<file path="config.mk">
export PLATFORM = sky130hd
export DESIGN_NAME = seq_detector_param_flat
export DESIGN_NICKNAME = d
export VERILOG_FILES = /design/src/rtl/seq_det_pkg.sv /design/src/rtl/seq_detector_param_if.sv /design/src/rtl/seq_det_match_cnt.sv /design/src/rtl/seq_detector_param.sv /design/src/flat_wrapper.sv
export SDC_FILE = /design/constraint.sdc
export NUM_CORES = 1
export LEC_CHECK = 0
export BUFFER_PORTS_ARGS = -buffer_cell sky130_fd_sc_hd__buf_2
export CORE_AREA = 2 2 45 47
export CTS_BUF_LIST = sky130_fd_sc_hd__clkbuf_8
export CTS_CLUSTER_SIZE = 25
export DETAILED_ROUTE_END_ITERATION = 12
export DIE_AREA = 0 0 47 49
export PLACE_DENSITY = 0.76
export SETUP_SLACK_MARGIN = 0.05
export SLEW_MARGIN = 20
export SYNTH_ARGS = -nofsm -noshare
export SYNTH_HDL_FRONTEND = slang
export SYNTH_SLANG_ARGS = --single-unit
</file>
<file path="constraint.sdc">
create_clock -name clk -period 2.5 [get_ports clk]
set_input_delay 0.125 -clock clk [delete_from_list [all_inputs] [get_ports clk]]
set_output_delay 0.125 -clock clk [all_outputs]
set_load 0.005 [all_outputs]
</file>
<file path="src/rtl/seq_det_pkg.sv">
`default_nettype none
// ============================================================================
//  Module   : seq_det_pkg
//  Purpose  : Shared constants, types and helpers for the serial pattern
//             detector family.
//  Contents : default pattern length / counter width, bit-order convention,
//             fill-counter width helper.
//  Revision : 1.0 - initial release
// ============================================================================
package seq_det_pkg;

    localparam int LEN_DEFAULT   = 4;
    localparam int CNT_W_DEFAULT = 8;

    // Patterns are written MSB-first: bit LEN-1 is the first bit on the wire,
    // bit 0 is the most recently received bit.
    typedef enum logic {
        ORDER_LSB_FIRST = 1'b0,
        ORDER_MSB_FIRST = 1'b1
    } pat_order_e;

    localparam pat_order_e PAT_ORDER = ORDER_MSB_FIRST;

    // Width of the fill counter, which must hold 0..LEN-1.
    function automatic int fill_w(input int len);
        return (len <= 2) ? 1 : $clog2(len);
    endfunction

endpackage
`default_nettype wire

</file>
<file path="src/rtl/seq_detector_param_if.sv">
`default_nettype none
// ============================================================================
//  Module   : seq_detector_param_if
//  Purpose  : Serial-stream / pattern-load / status bundle of the pattern
//             detector.
//  Signals  : in_valid, in_bit, pat_load, pat_in, overlap (to detector)
//             pat_mask_in (to detector, only with SEQDET_MASK_EN)
//             out, match_cnt, cnt_sat (from detector)
//  Modports : master - stream source / status consumer
//             slave  - detector
//  Revision : 1.0 - initial release
// ============================================================================
interface seq_detector_param_if #(
    parameter int LEN   = 4,
    parameter int CNT_W = 8
);
    logic             in_valid;
    logic             in_bit;
    logic             pat_load;
    logic [LEN-1:0]   pat_in;
    logic             overlap;
`ifdef SEQDET_MASK_EN
    logic [LEN-1:0]   pat_mask_in;
`endif
    logic             out;
    logic [CNT_W-1:0] match_cnt;
    logic             cnt_sat;

    modport master (
`ifdef SEQDET_MASK_EN
        output pat_mask_in,
`endif
        output in_valid, in_bit, pat_load, pat_in, overlap,
        input  out, match_cnt, cnt_sat
    );

    modport slave (
`ifdef SEQDET_MASK_EN
        input  pat_mask_in,
`endif
        input  in_valid, in_bit, pat_load, pat_in, overlap,
        output out, match_cnt, cnt_sat
    );

endinterface
`default_nettype wire

</file>
<file path="src/rtl/seq_det_match_cnt.sv">
`default_nettype none
// ============================================================================
//  Module   : seq_det_match_cnt
//  Purpose  : Saturating event counter; holds at all-ones, never wraps.
//  Ports    : clk   - clock
//             rst   - synchronous active-high reset (clears the count)
//             inc_i - count one event this cycle
//             cnt_o - current count
//             sat_o - count is all-ones (derived from registered state)
//  Revision : 1.0 - initial release
// ============================================================================
module seq_det_match_cnt #(
    parameter int CNT_W = 8
) (
    input  wire logic             clk,
    input  wire logic             rst,
    input  wire logic             inc_i,
    output logic      [CNT_W-1:0] cnt_o,
    output logic                  sat_o
);

    logic [CNT_W-1:0] cnt_q;
    logic [CNT_W-1:0] cnt_d;

    always_comb begin
        cnt_d = cnt_q;
        if (inc_i && !sat_o) begin
            cnt_d = cnt_q + CNT_W'(1);
        end
    end

    always_ff @(posedge clk) begin
        if (rst) begin
            cnt_q <= '0;
        end else begin
            cnt_q <= cnt_d;
        end
    end

    assign cnt_o = cnt_q;
    assign sat_o = &cnt_q;

endmodule
`default_nettype wire

</file>
<file path="src/rtl/seq_detector_param.sv">
`default_nettype none
// ============================================================================
//  Module   : seq_detector_param
//  Purpose  : Parametrised Mealy serial-pattern detector with runtime-loadable
//             pattern, per-cycle overlap selection and saturating match count.
//  Ports    : clk   - clock
//             reset - synchronous active-high reset
//             bus   - seq_detector_param_if.slave (stream in, pattern load,
//                     overlap select, match flag, match count, saturation)
//  Options  : SEQDET_MASK_EN - adds pat_mask_in and a don't-care mask register
//  Revision : 1.0 - initial release
// ============================================================================
module seq_detector_param
    import seq_det_pkg::*;
#(
    parameter int             LEN             = LEN_DEFAULT,
    parameter logic [LEN-1:0] PATTERN_DEFAULT = LEN'(4'b1011),
    parameter int             CNT_W           = CNT_W_DEFAULT
) (
    input  wire logic             clk,
    input  wire logic             reset,
    seq_detector_param_if.slave   bus
);

    localparam int             FW       = fill_w(LEN);
    localparam logic [FW-1:0]  FILL_MAX = FW'(LEN - 1);

    logic [LEN-1:0] pattern_q, pattern_d;
    logic [LEN-2:0] hist_q,    hist_d;
    logic [FW-1:0]  fill_q,    fill_d;

    logic [LEN-1:0] w_window;
    logic [LEN-2:0] w_hist_shift;
    logic           w_hit;
    logic           w_accept;
    logic           w_out;
    logic           w_sat;

    // Candidate window: stored history followed by the bit on the wire now.
    assign w_window = {hist_q, bus.in_bit};

`ifdef SEQDET_MASK_EN
    logic [LEN-1:0] mask_q, mask_d;
    assign w_hit = (((w_window ^ pattern_q) & ~mask_q) == '0);
`else
    assign w_hit = (w_window == pattern_q);
`endif

    generate
        if (LEN == 2) begin : g_hist_len2
            assign w_hist_shift = bus.in_bit;
        end else begin : g_hist_wide
            assign w_hist_shift = {hist_q[LEN-3:0], bus.in_bit};
        end
    endgenerate

    // A pattern load in the same cycle swallows the incoming bit.
    assign w_accept = bus.in_valid & ~bus.pat_load;
    assign w_out    = w_accept & ~reset & (fill_q == FILL_MAX) & w_hit;

    always_comb begin
        pattern_d = pattern_q;
        hist_d    = hist_q;
        fill_d    = fill_q;
`ifdef SEQDET_MASK_EN
        mask_d    = mask_q;
`endif
        if (bus.pat_load) begin
            pattern_d = bus.pat_in;
            fill_d    = '0;
`ifdef SEQDET_MASK_EN
            mask_d    = bus.pat_mask_in;
`endif
        end else if (bus.in_valid) begin
            if (w_out && !bus.overlap) begin
                // Non-overlapping: start collecting a fresh pattern.
                fill_d = '0;
            end else begin
                hist_d = w_hist_shift;
                fill_d = (fill_q == FILL_MAX) ? fill_q : fill_q + FW'(1);
            end
        end
    end

    always_ff @(posedge clk) begin
        if (reset) begin
            pattern_q <= PATTERN_DEFAULT;
            hist_q    <= '0;
            fill_q    <= '0;
`ifdef SEQDET_MASK_EN
            mask_q    <= '0;
`endif
        end else begin
            pattern_q <= pattern_d;
            hist_q    <= hist_d;
            fill_q    <= fill_d;
`ifdef SEQDET_MASK_EN
            mask_q    <= mask_d;
`endif
        end
    end

    seq_det_match_cnt #(
        .CNT_W (CNT_W)
    ) u_match_cnt (
        .clk   (clk),
        .rst   (reset),
        .inc_i (w_out),
        .cnt_o (bus.match_cnt),
        .sat_o (w_sat)
    );

    assign bus.out     = w_out;
    // The counter still shows its old value during a reset cycle; the
    // saturation flag is forced low there.
    assign bus.cnt_sat = w_sat & ~reset;

endmodule
`default_nettype wire

</file>
<file path="src/flat_wrapper.sv">
// flat-port wrapper written by rule: the top's interface ports become plain ports
module seq_detector_param_flat import seq_det_pkg::*;
#(
    parameter int             LEN             = LEN_DEFAULT,
    parameter logic [LEN-1:0] PATTERN_DEFAULT = LEN'(4'b1011),
    parameter int             CNT_W           = CNT_W_DEFAULT
)
  (clk, reset, bus_in_valid, bus_in_bit, bus_pat_load, bus_pat_in, bus_overlap, bus_out, bus_match_cnt, bus_cnt_sat);
  seq_detector_param_if #(.LEN(LEN), .CNT_W(CNT_W)) bus_i ();
  input  wire logic clk;
  input  wire logic reset;
  input wire logic [$bits(bus_i.in_valid)-1:0] bus_in_valid;
  input wire logic [$bits(bus_i.in_bit)-1:0] bus_in_bit;
  input wire logic [$bits(bus_i.pat_load)-1:0] bus_pat_load;
  input wire logic [$bits(bus_i.pat_in)-1:0] bus_pat_in;
  input wire logic [$bits(bus_i.overlap)-1:0] bus_overlap;
  output wire logic [$bits(bus_i.out)-1:0] bus_out;
  output wire logic [$bits(bus_i.match_cnt)-1:0] bus_match_cnt;
  output wire logic [$bits(bus_i.cnt_sat)-1:0] bus_cnt_sat;
  assign bus_i.in_valid = bus_in_valid;
  assign bus_i.in_bit = bus_in_bit;
  assign bus_i.pat_load = bus_pat_load;
  assign bus_i.pat_in = bus_pat_in;
  assign bus_i.overlap = bus_overlap;
  assign bus_out = bus_i.out;
  assign bus_match_cnt = bus_i.match_cnt;
  assign bus_cnt_sat = bus_i.cnt_sat;
  seq_detector_param #(.LEN(LEN), .PATTERN_DEFAULT(PATTERN_DEFAULT), .CNT_W(CNT_W)) u_core (.clk(clk), .reset(reset), .bus(bus_i));
endmodule
</file>
==> impl_metrics.ini, run 1 <==
[run_status]
status = completed

[finish]
finalNonFillerCells = 143
design_area_sq_um = 1090
diodes = 0
drive_above_1_share_pct = 25.0
nets = 129
area_growth_pct = 16.0

[synthesis]
synth_flop_cell = dfxtp_1
syn_area_per_cell_sq_um = 9.66
ys_seq_area_share_pct = 36.3
mappedNetlistArea_sq_um = 937
netlist_instances = 97
synth_warnings = 0
synth_cell_types = 31
synthTopCellsByCount = 17 x dfxtp_1, 8 x nor2_1, 8 x nor2b_1, 6 x mux2i_1
syn_nets = 109
yosysMostFrequentCell = dfxtp_1
synth-seq-cells = 17
yosysTopAreaCellShare_pct = 36.3
synth_edf_count = 0
synthArstFlopShare_pct = 0
synth_top_area_cell = dfxtp_1
yosys-top-cells-area = dfxtp_1 36%, mux2i_1 6.4%, nor2b_1 5.3%

[clock_tree]
htreeDepth = 1
postCtsSetupBuffers = 0
cts_buffers = 3
cts_resized = 0
clock-root-buffer = clkbuf_8
cts_max_path_buffers = 2
clock_latency_ps = 260
clock-sinks = 17
holdBufCountCts = 0
cts_tree = built
clk_pin_slew_ps = 70

[placement]
place_hpwl_microns = 1280
place_congestion = 0.766
post-place-cells = 139
dpl_cell_area_sq_um = 1040
port_buffers = 19

[route]
ant_nets = 0
first_pass_iters = 4
via_count = 783
wire_per_inst_microns = 12.5
first_iter_violations = 11
via_per_inst = 5.48
drcViolationCount = 0
routed_wl_microns = 1790

[setup_path]
crit_fanout = 8
crit_path_start_kind = register
reg2reg_slack_ps = 750
crit_type = register to register
crit_required_ps = 2640
endpoint_kind = register
cp_data_arrival_time_ps = 1890
crit_chain = ha_1, and4_1, nor4_1, mux2_1
endpoint = u_core.u_match_cnt.cnt_o[4]
reg2reg_depth = 4
worstSetupStartpoint = u_core.u_match_cnt.cnt_o[0]
reg2reg_to = u_core.u_match_cnt.cnt_o[4]
cpPeakStageDelay_ps = 370
crit_slowest_cell = dfxtp_1
r2r-start = u_core.u_match_cnt.cnt_o[0]

[flow_run]
drv_cap = 0

[global_routing]
grtUsageTotal_pct = 18.0
grt-ovfl-total = 0
grt_max_degree = 24
grt_pass1_vias = 729
antenna_found_initial = 0
grt_pass1_wl_microns = 3060

[sta]
rsz0062_at_grt = no
max_freq_ghz = 0.572
final.setup.tns_ps = 0
final.min_clock_period_ps = 1750
finalClockSkew_ps = 6.24
slew_headroom_pct = 69.7
period_share_pct = 69.9
finalHoldViolCount = 0
tightest_slew_ps = 454
setup_viol = 0
slew_violations = 0

[floorplan]
ioPinCount = 20
row_count = 16
core_area_sq_um = 1840
die_w_microns = 47
die_h_microns = 49
die_area_sq_um = 2300
start_util_pct = 50.9

[pwr]
power_uw = 540
p_per_area_nw_per_um2 = 497
peakVddDrop_mv = 0.312
p_leak_uw = 0.000467

[worst_hold_path]
hold_class = primary input to register
## layer usage
metal / wire (microns) / global-route usage, % / up-vias
met1: 837 / 22.7 / 363
met5: 0 / 0 / -
li1: - / - / 395
met3: 80 / 3.33 / 5
met2: 830 / 28.1 / 20
met4: 41 / 9.26 / 0
## cell usage in the layout (no fill, tap or decap), types with 4 or more instances in the layout
cell and instances:
dfxtp_1 17, mux2i_1 6, buf_2 19, nand4_1 4, nor2b_1 8, nor2_1 8
nand2b_1 5, nand3_1 4, nand2_1 4, nor4_1 5
## stage by stage
step	hold slack (ps)	util, %	setup slack, ps
4_1_cts	65.5	59.0	755
3_3_place_gp	331	56.6	829
5_1_grt	67.7	59.0	649
3_5_place_dp	332	56.6	786
2_1_floorplan	243	-	872
6_report	68.7	59.0	751
## worst max-delay path: cells and delay by family, from the launching register on
kind                     cells  cell delay (ps)
adder cells (fa/ha/maj)      1              280
multiplexers                 1              350
flip-flops                   1              370
AND/OR/NAND/NOR              2              630
## worst min-delay path by stage
stage / from / endpoint / slack (ps) / cells past startpoint
6_report: bus_pat_in[1] / u_core.pattern_q[1] / 70 / 2
3_3_place_gp: bus_pat_in[1] / u_core.pattern_q[1] / 330 / 2
2_1_floorplan: bus_pat_in[3] / u_core.pattern_q[3] / 240 / 1
3_5_place_dp: bus_pat_in[3] / u_core.pattern_q[3] / 330 / 2
4_1_cts: bus_pat_in[3] / u_core.pattern_q[3] / 70 / 2
5_1_grt: bus_pat_in[1] / u_core.pattern_q[1] / 70 / 2
## flip-flops by register name, summed over array words and instances, names as in the netlist
signal and count:
u_core.fill_q 2, u_core.hist_q 3, u_core.pattern_q 4, u_core.u_match_cnt.cnt_o 8
## where the power goes
group / internal (uW) / leakage, uW / switching (uW)
Sequential: 278 / 0.000138 / 4.93
Clock: 109 / 0.0000269 / 96.6
Combinational: 23.3 / 0.000302 / 28.6
Total: 410 / 0.000467 / 130
## cell families (layout without fill, tap and decap cells)
logic type               Yosys count  after routing  share of synthesized area [%]
AO/OA/AOI/OAI                     10             10                           8.68
XOR/XNOR                           4              4                           4.54
adder cells (fa/ha/maj)            2              2                           2.67
buffers and inverters              6             25                           3.34
flip-flops                        17             17                           36.3
multiplexers                      11             11                           12.4
AND/OR/NAND/NOR                   47             47                           32.0
## layout make-up
cell class                      instances  area [sq um]
Multi-Input combinational cell         74           566
Tap cell                               27          33.8
Fill cell                             178           754
Clock buffer                            3          41.3
Timing Repair Buffer                   19          95.1
Sequential cell                        17           340
Clock inverter                          1          3.75
Inverter                                2          7.51
(Power assumes the default switching activity.)
==> run 2: changes to the inputs <==
--- a/config.mk
+++ b/config.mk
@@ -5,6 +5,7 @@
 export SDC_FILE = /design/constraint.sdc
 export NUM_CORES = 1
 export LEC_CHECK = 0
+export ABC_AREA = 1
 export BUFFER_PORTS_ARGS = -buffer_cell sky130_fd_sc_hd__buf_2
 export CORE_AREA = 2 2 45 47
 export CTS_BUF_LIST = sky130_fd_sc_hd__clkbuf_8
==> constraint.sdc (replaced) <==
create_clock -name clk -period 1.65 [get_ports clk]
set_input_delay 0.0825 -clock clk [delete_from_list [all_inputs] [get_ports clk]]
set_output_delay 0.0825 -clock clk [all_outputs]
set_load 0.005 [all_outputs]
==> impl_metrics.ini, run 2 <==
[synthesis]
synth-seq-cells = 17
syn_nets = 143
yosysMostFrequentCell = nand2_1
synth_flop_cell = dfxtp_1
synth_warnings = 0
synthTopCellsByCount = 34 x nand2_1, 17 x dfxtp_1, 16 x inv_1, 14 x nor2_1, 12 x a21oi_1
synth_cell_types = 21
yosys-top-cells-area = dfxtp_1 36%, nand2_1 14%, a21oi_1 6.4%
syn_area_per_cell_sq_um = 7.15
synth_edf_count = 0
netlist_instances = 131
synthArstFlopShare_pct = 0
yosysTopAreaCellShare_pct = 36.3
mappedNetlistArea_sq_um = 937
synth_top_area_cell = dfxtp_1
ys_seq_area_share_pct = 36.3

[pwr]
peakVddDrop_mv = 0.520
p_switching_uw = 191
clkPwrFrac_pct = 38.0
power_frac_seq_pct = 53.2
intPower_uw = 614
p_leak_uw = 0.000521
power_frac_comb_pct = 8.7
p_per_area_nw_per_um2 = 719
switching_share_pct = 23.7

[worst_hold_path]
hold_class = primary input to register

[sta]
tightest_slew_ps = 280
final.min_clock_period_ps = 1480
rsz0062_at_grt = yes
finalHoldViolCount = 0
max_freq_ghz = 0.677
slew_violations = 0
slew_headroom_pct = 81.3
final.setup.tns_ps = 0
finalClockSkew_ps = 0.871
period_share_pct = 89.5
setup_viol = 0

[route]
wl_met1_microns = 942
routed_wl_microns = 1850
top_layer_used = met4
drcViolationCount = 0
ant_nets = 0
first_pass_iters = 4
dr_wl_met2_microns = 791
via_count = 843
dr_wl_met3_microns = 78
first_iter_violations = 6
wire_per_inst_microns = 10.2
via_per_inst = 4.66

[setup_path]
cpPeakStageDelay_ps = 410
crit_required_ps = 1570
crit_slowest_cell = dfxtp_1
cp_data_arrival_time_ps = 1390
crit_chain = ha_4, nand4_2, nor2_4, nand2_2, nor2_1, buf_2
endpoint_kind = output pin
crit_type = register to output pin
crit_fanout = 4
crit_path_start_kind = register

[finish]
regArea_sq_um = 342
finalNonFillerCells = 181
final_cell_mix = 34 x nand2_1, 19 x buf_2, 17 x inv_1
multi_input_area_sq_um = 522
largest_register_ffs = 8
mostFrequentLayoutCell = nand2_1
nets = 167
n_fill_cell = 183
area_growth_pct = 19.5
drive_above_1_share_pct = 25.3
diodes = 0

[clock_tree]
cts_tree = built
clock-root-buffer = clkbuf_8
clock-sinks = 17
cts_buffers = 3
cts_max_path_buffers = 2
clock_latency_ps = 250
clk_pin_slew_ps = 70
holdBufCountCts = 0
htreeDepth = 1

[floorplan]
row_count = 16
die_h_microns = 49
core_area_sq_um = 1840
die_area_sq_um = 2300
die_w_microns = 47
ioPinCount = 20
start_util_pct = 50.9

[global_routing]
grt-ovfl-total = 0
grt_pass1_vias = 747
grtUsageTotal_pct = 18.8
grt_max_degree = 13
antenna_found_initial = 0
grt_pass1_wl_microns = 3190

[flow_run]
drv_cap = 0

[placement]
place_congestion = 0.786
post-place-cells = 176
place_hpwl_microns = 1400
port_buffers = 19

[run_status]
status = completed
run 2: cell types whose count changed after synthesis, sizes merged, moves of 8 or more:
cell,delta
a21oi,+11
inv,+15
nand2,+33
nor2,+9
nor2b,-8
run 2: worst paths after layout:
path / cells after the start / end / slack (ps) / startpoint
max: 6 / bus_cnt_sat / 170 / u_core.u_match_cnt.cnt_o[1]
min: 3 / u_core.pattern_q[3] / 40 / bus_pat_in[3]
max reg2reg: 8 / u_core.fill_q[1] / 180 / u_core.fill_q[0]
min reg2reg: 2 / u_core.pattern_q[1] / 480 / u_core.pattern_q[1]
run 2: worst max-delay path: cells and delay by family, from the launching register on:
kind,cells,cell delay [ps]
simple gates,4,450
flops,1,410
fa+ha+maj,1,170
buf+inv,1,110
run 2: area by class of cell:
| type | count | area share (%) |
|---|---|---|
| Clock buffer | 3 | 3.69 |
| Clock inverter | 1 | 0.335 |
| Inverter | 18 | 6.03 |
| Multi-Input combinational cell | 94 | 46.6 |
| Sequential cell | 17 | 30.5 |
| Tap cell | 27 | 3.02 |
| Timing Repair Buffer | 21 | 9.83 |
run 2: cell families (layout without fill, tap and decap cells):
family	count (synthesis)	in the layout	share of synthesized area (%)
fa+ha+maj	2	2	2.67
flops	17	17	36.3
compound gates	19	19	11.3
xor+xnor	5	5	4.67
buf+inv	20	43	9.61
simple gates	68	68	35.4
run 2: what timing repair did:
action | 4_1_cts | 5_1_grt
endpoints found under the setup margin | 0 | 15
gates resized for setup | 0 | 4
setup buffers | 0 | 1
run 2: metrics by stage:
stage	utilization (%)	setup WS (ps)	instance area [sq um]	hold slack [ps]	power, uW
6_report	60.8	173	1120	39.5	805
5_1_grt	60.8	20.5	1120	53.2	842
2_1_floorplan	-	294	937	182	487
3_3_place_gp	57.1	176	1050	293	505
4_1_cts	59.5	85.6	1100	36.7	818
3_5_place_dp	57.1	107	1050	302	508
run 2: power groups by stage:
stage               combinational (uW)  sequential (uW)  clock [uW]
CTS                               70.6              428         320
detailed placement                70.4              437           0
global placement                  68.0              437           0
finish                            70.3              428         306
floorplan                         51.6              435           0
global route                      81.2              429         332
run 2: routing by layer:
metal / track usage (%) / up-vias
li1: - / 456
met1: 27.3 / 362
met2: 26.7 / 20
met3: 3.33 / 5
met4: 8.33 / 0
met5: 0 / -
==> run 3: changes to the inputs <==
==> constraint.sdc (replaced) <==
create_clock -name clk -period 1.55 [get_ports clk]
set_input_delay 0.0775 -clock clk [delete_from_list [all_inputs] [get_ports clk]]
set_output_delay 0.0775 -clock clk [all_outputs]
set_load 0.005 [all_outputs]
==> impl_metrics.ini, run 3 (same netlist as run 2, synthesis figures left out) <==
[run_status]
status = completed

[route]
first_pass_iters = 4
via_per_inst = 4.73
drcViolationCount = 0
first_iter_violations = 12
routed_wl_microns = 1970
via_count = 860
wire_per_inst_microns = 10.8
ant_nets = 0

[pwr]
p_leak_uw = 0.000534
power_frac_comb_pct = 9.5
switching_share_pct = 24.5
clkPwrFrac_pct = 37.8
power_frac_seq_pct = 52.6
p_switching_uw = 213
p_per_area_nw_per_um2 = 759
peakVddDrop_mv = 0.465
intPower_uw = 655

[setup_path]
cp_num_cells = 6
cpPeakStageDelay_ps = 350
cp_data_arrival_time_ps = 1350
crit_slowest_cell = dfxtp_2
crit_type = register to output pin
crit_fanout = 4
reg2reg_depth = 9
crit_path_start_kind = register
critPathTopFamily = simple AND/OR/NAND/NOR gates
crit_chain = ha_2, nand4_4, nor2_4, nand2_2, nor2_1, buf_2
endpoint_kind = output pin
crit_required_ps = 1470
path_buf_inv = 1

[placement]
port_buffers = 19
place_congestion = 0.782
place_hpwl_microns = 1400
dpl_cell_area_sq_um = 1060

[finish]
area_growth_pct = 22.0
mostFrequentLayoutCell = nand2_1
diodes = 0
nets = 168
drive_above_1_share_pct = 29.0
largest_register_ffs = 8
n_fill_cell = 176
final_cell_mix = 34 x nand2_1, 19 x buf_2, 17 x inv_1
design_area_sq_um = 1140

[global_routing]
grt_max_degree = 13
grtUsageTotal_pct = 18.5
grt_pass1_vias = 727
grt_pass1_wl_microns = 3170
antenna_found_initial = 0
grt-ovfl-total = 0

[flow_run]
drv_cap = 0

[sta]
finalHoldViolCount = 0
period_share_pct = 92.2
max_freq_ghz = 0.700
slew_violations = 0
finalClockSkew_ps = 7.34
tightest_slew_ps = 280
rsz0062_at_grt = yes
final.min_clock_period_ps = 1430
final.setup.tns_ps = 0
slew_headroom_pct = 81.3
setup_viol = 0

[floorplan]
die_w_microns = 47
start_util_pct = 50.9
die_h_microns = 49
ioPinCount = 20
die_area_sq_um = 2300
core_area_sq_um = 1840
row_count = 16

[clock_tree]
cts_tree = built
cts_buffers = 3
clock-sinks = 17
clock-root-buffer = clkbuf_8
htreeDepth = 1
cts_max_path_buffers = 2
clock_latency_ps = 250
clk_pin_slew_ps = 70

[worst_hold_path]
hold_class = primary input to register
min_delay_path_depth = 3
run 3: final timing paths:
check             slack, ps                           to                        start
hold / removal           40          u_core.pattern_q[3]                bus_pat_in[3]
setup reg to reg        160  u_core.u_match_cnt.cnt_o[0]             u_core.hist_q[1]
setup / recovery        120                  bus_cnt_sat  u_core.u_match_cnt.cnt_o[1]
hold reg to reg         480             u_core.fill_q[1]             u_core.fill_q[1]
run 3: worst min-delay path, delay by kind of cell:
family	cells	cell delay (ps)
buffers and inverters	1	80
AO/OA/AOI/OAI	2	100
run 3: power groups by stage:
stage / clock, uW / sequential [uW] / combinational (uW)
final: 329 / 457 / 82.7
after global placement: 0 / 465 / 73.0
after floorplan: 0 / 464 / 54.9
after detailed placement: 0 / 466 / 75.9
after CTS: 335 / 456 / 77.2
after global routing: 358 / 458 / 94.5
run 3: layout make-up:
type                    instances  area (sq um)  area share [%]
multi-input cells              94           533            46.6
flip-flops and latches         17           347            30.3
repair buffers                 22           118            10.3
inverters                      18          67.6            5.91
clock buffers                   3          41.3            3.61
well taps                      27          33.8            2.95
clock inverters                 1          3.75           0.328
run 3: repair_timing:
| action | 4_1_cts | 5_1_grt |
|---|---|---|
| hold buffers | 0 | 0 |
| gates cloned | 0 | 0 |
| pin swaps | 1 | 2 |
| endpoints found under the setup margin | 7 | 14 |
| resized for setup | 2 | 10 |
| setup buffers | 1 | 0 |
run 3: metal layers:
layer	up-vias	wire, microns	global-route usage, %
met1	370	971	27.5
met3	5	91	3.33
li1	459	-	-
met2	26	877	26.3
met5	-	0	0
met4	0	29	6.94
run 3: through the flow:
step           hold slack, ps  instances  utilization [%]  power (uW)  setup WS, ps
3_5_place_dp              297        177             57.5         542          26.5
2_1_floorplan             177        131                -         519           194
6_report                 38.1        182             62.1         868           120
3_3_place_gp              288        177             57.5         538           104
5_1_grt                  62.1        182             62.1         910          23.7
4_1_cts                  39.1        182             60.6         869          30.5
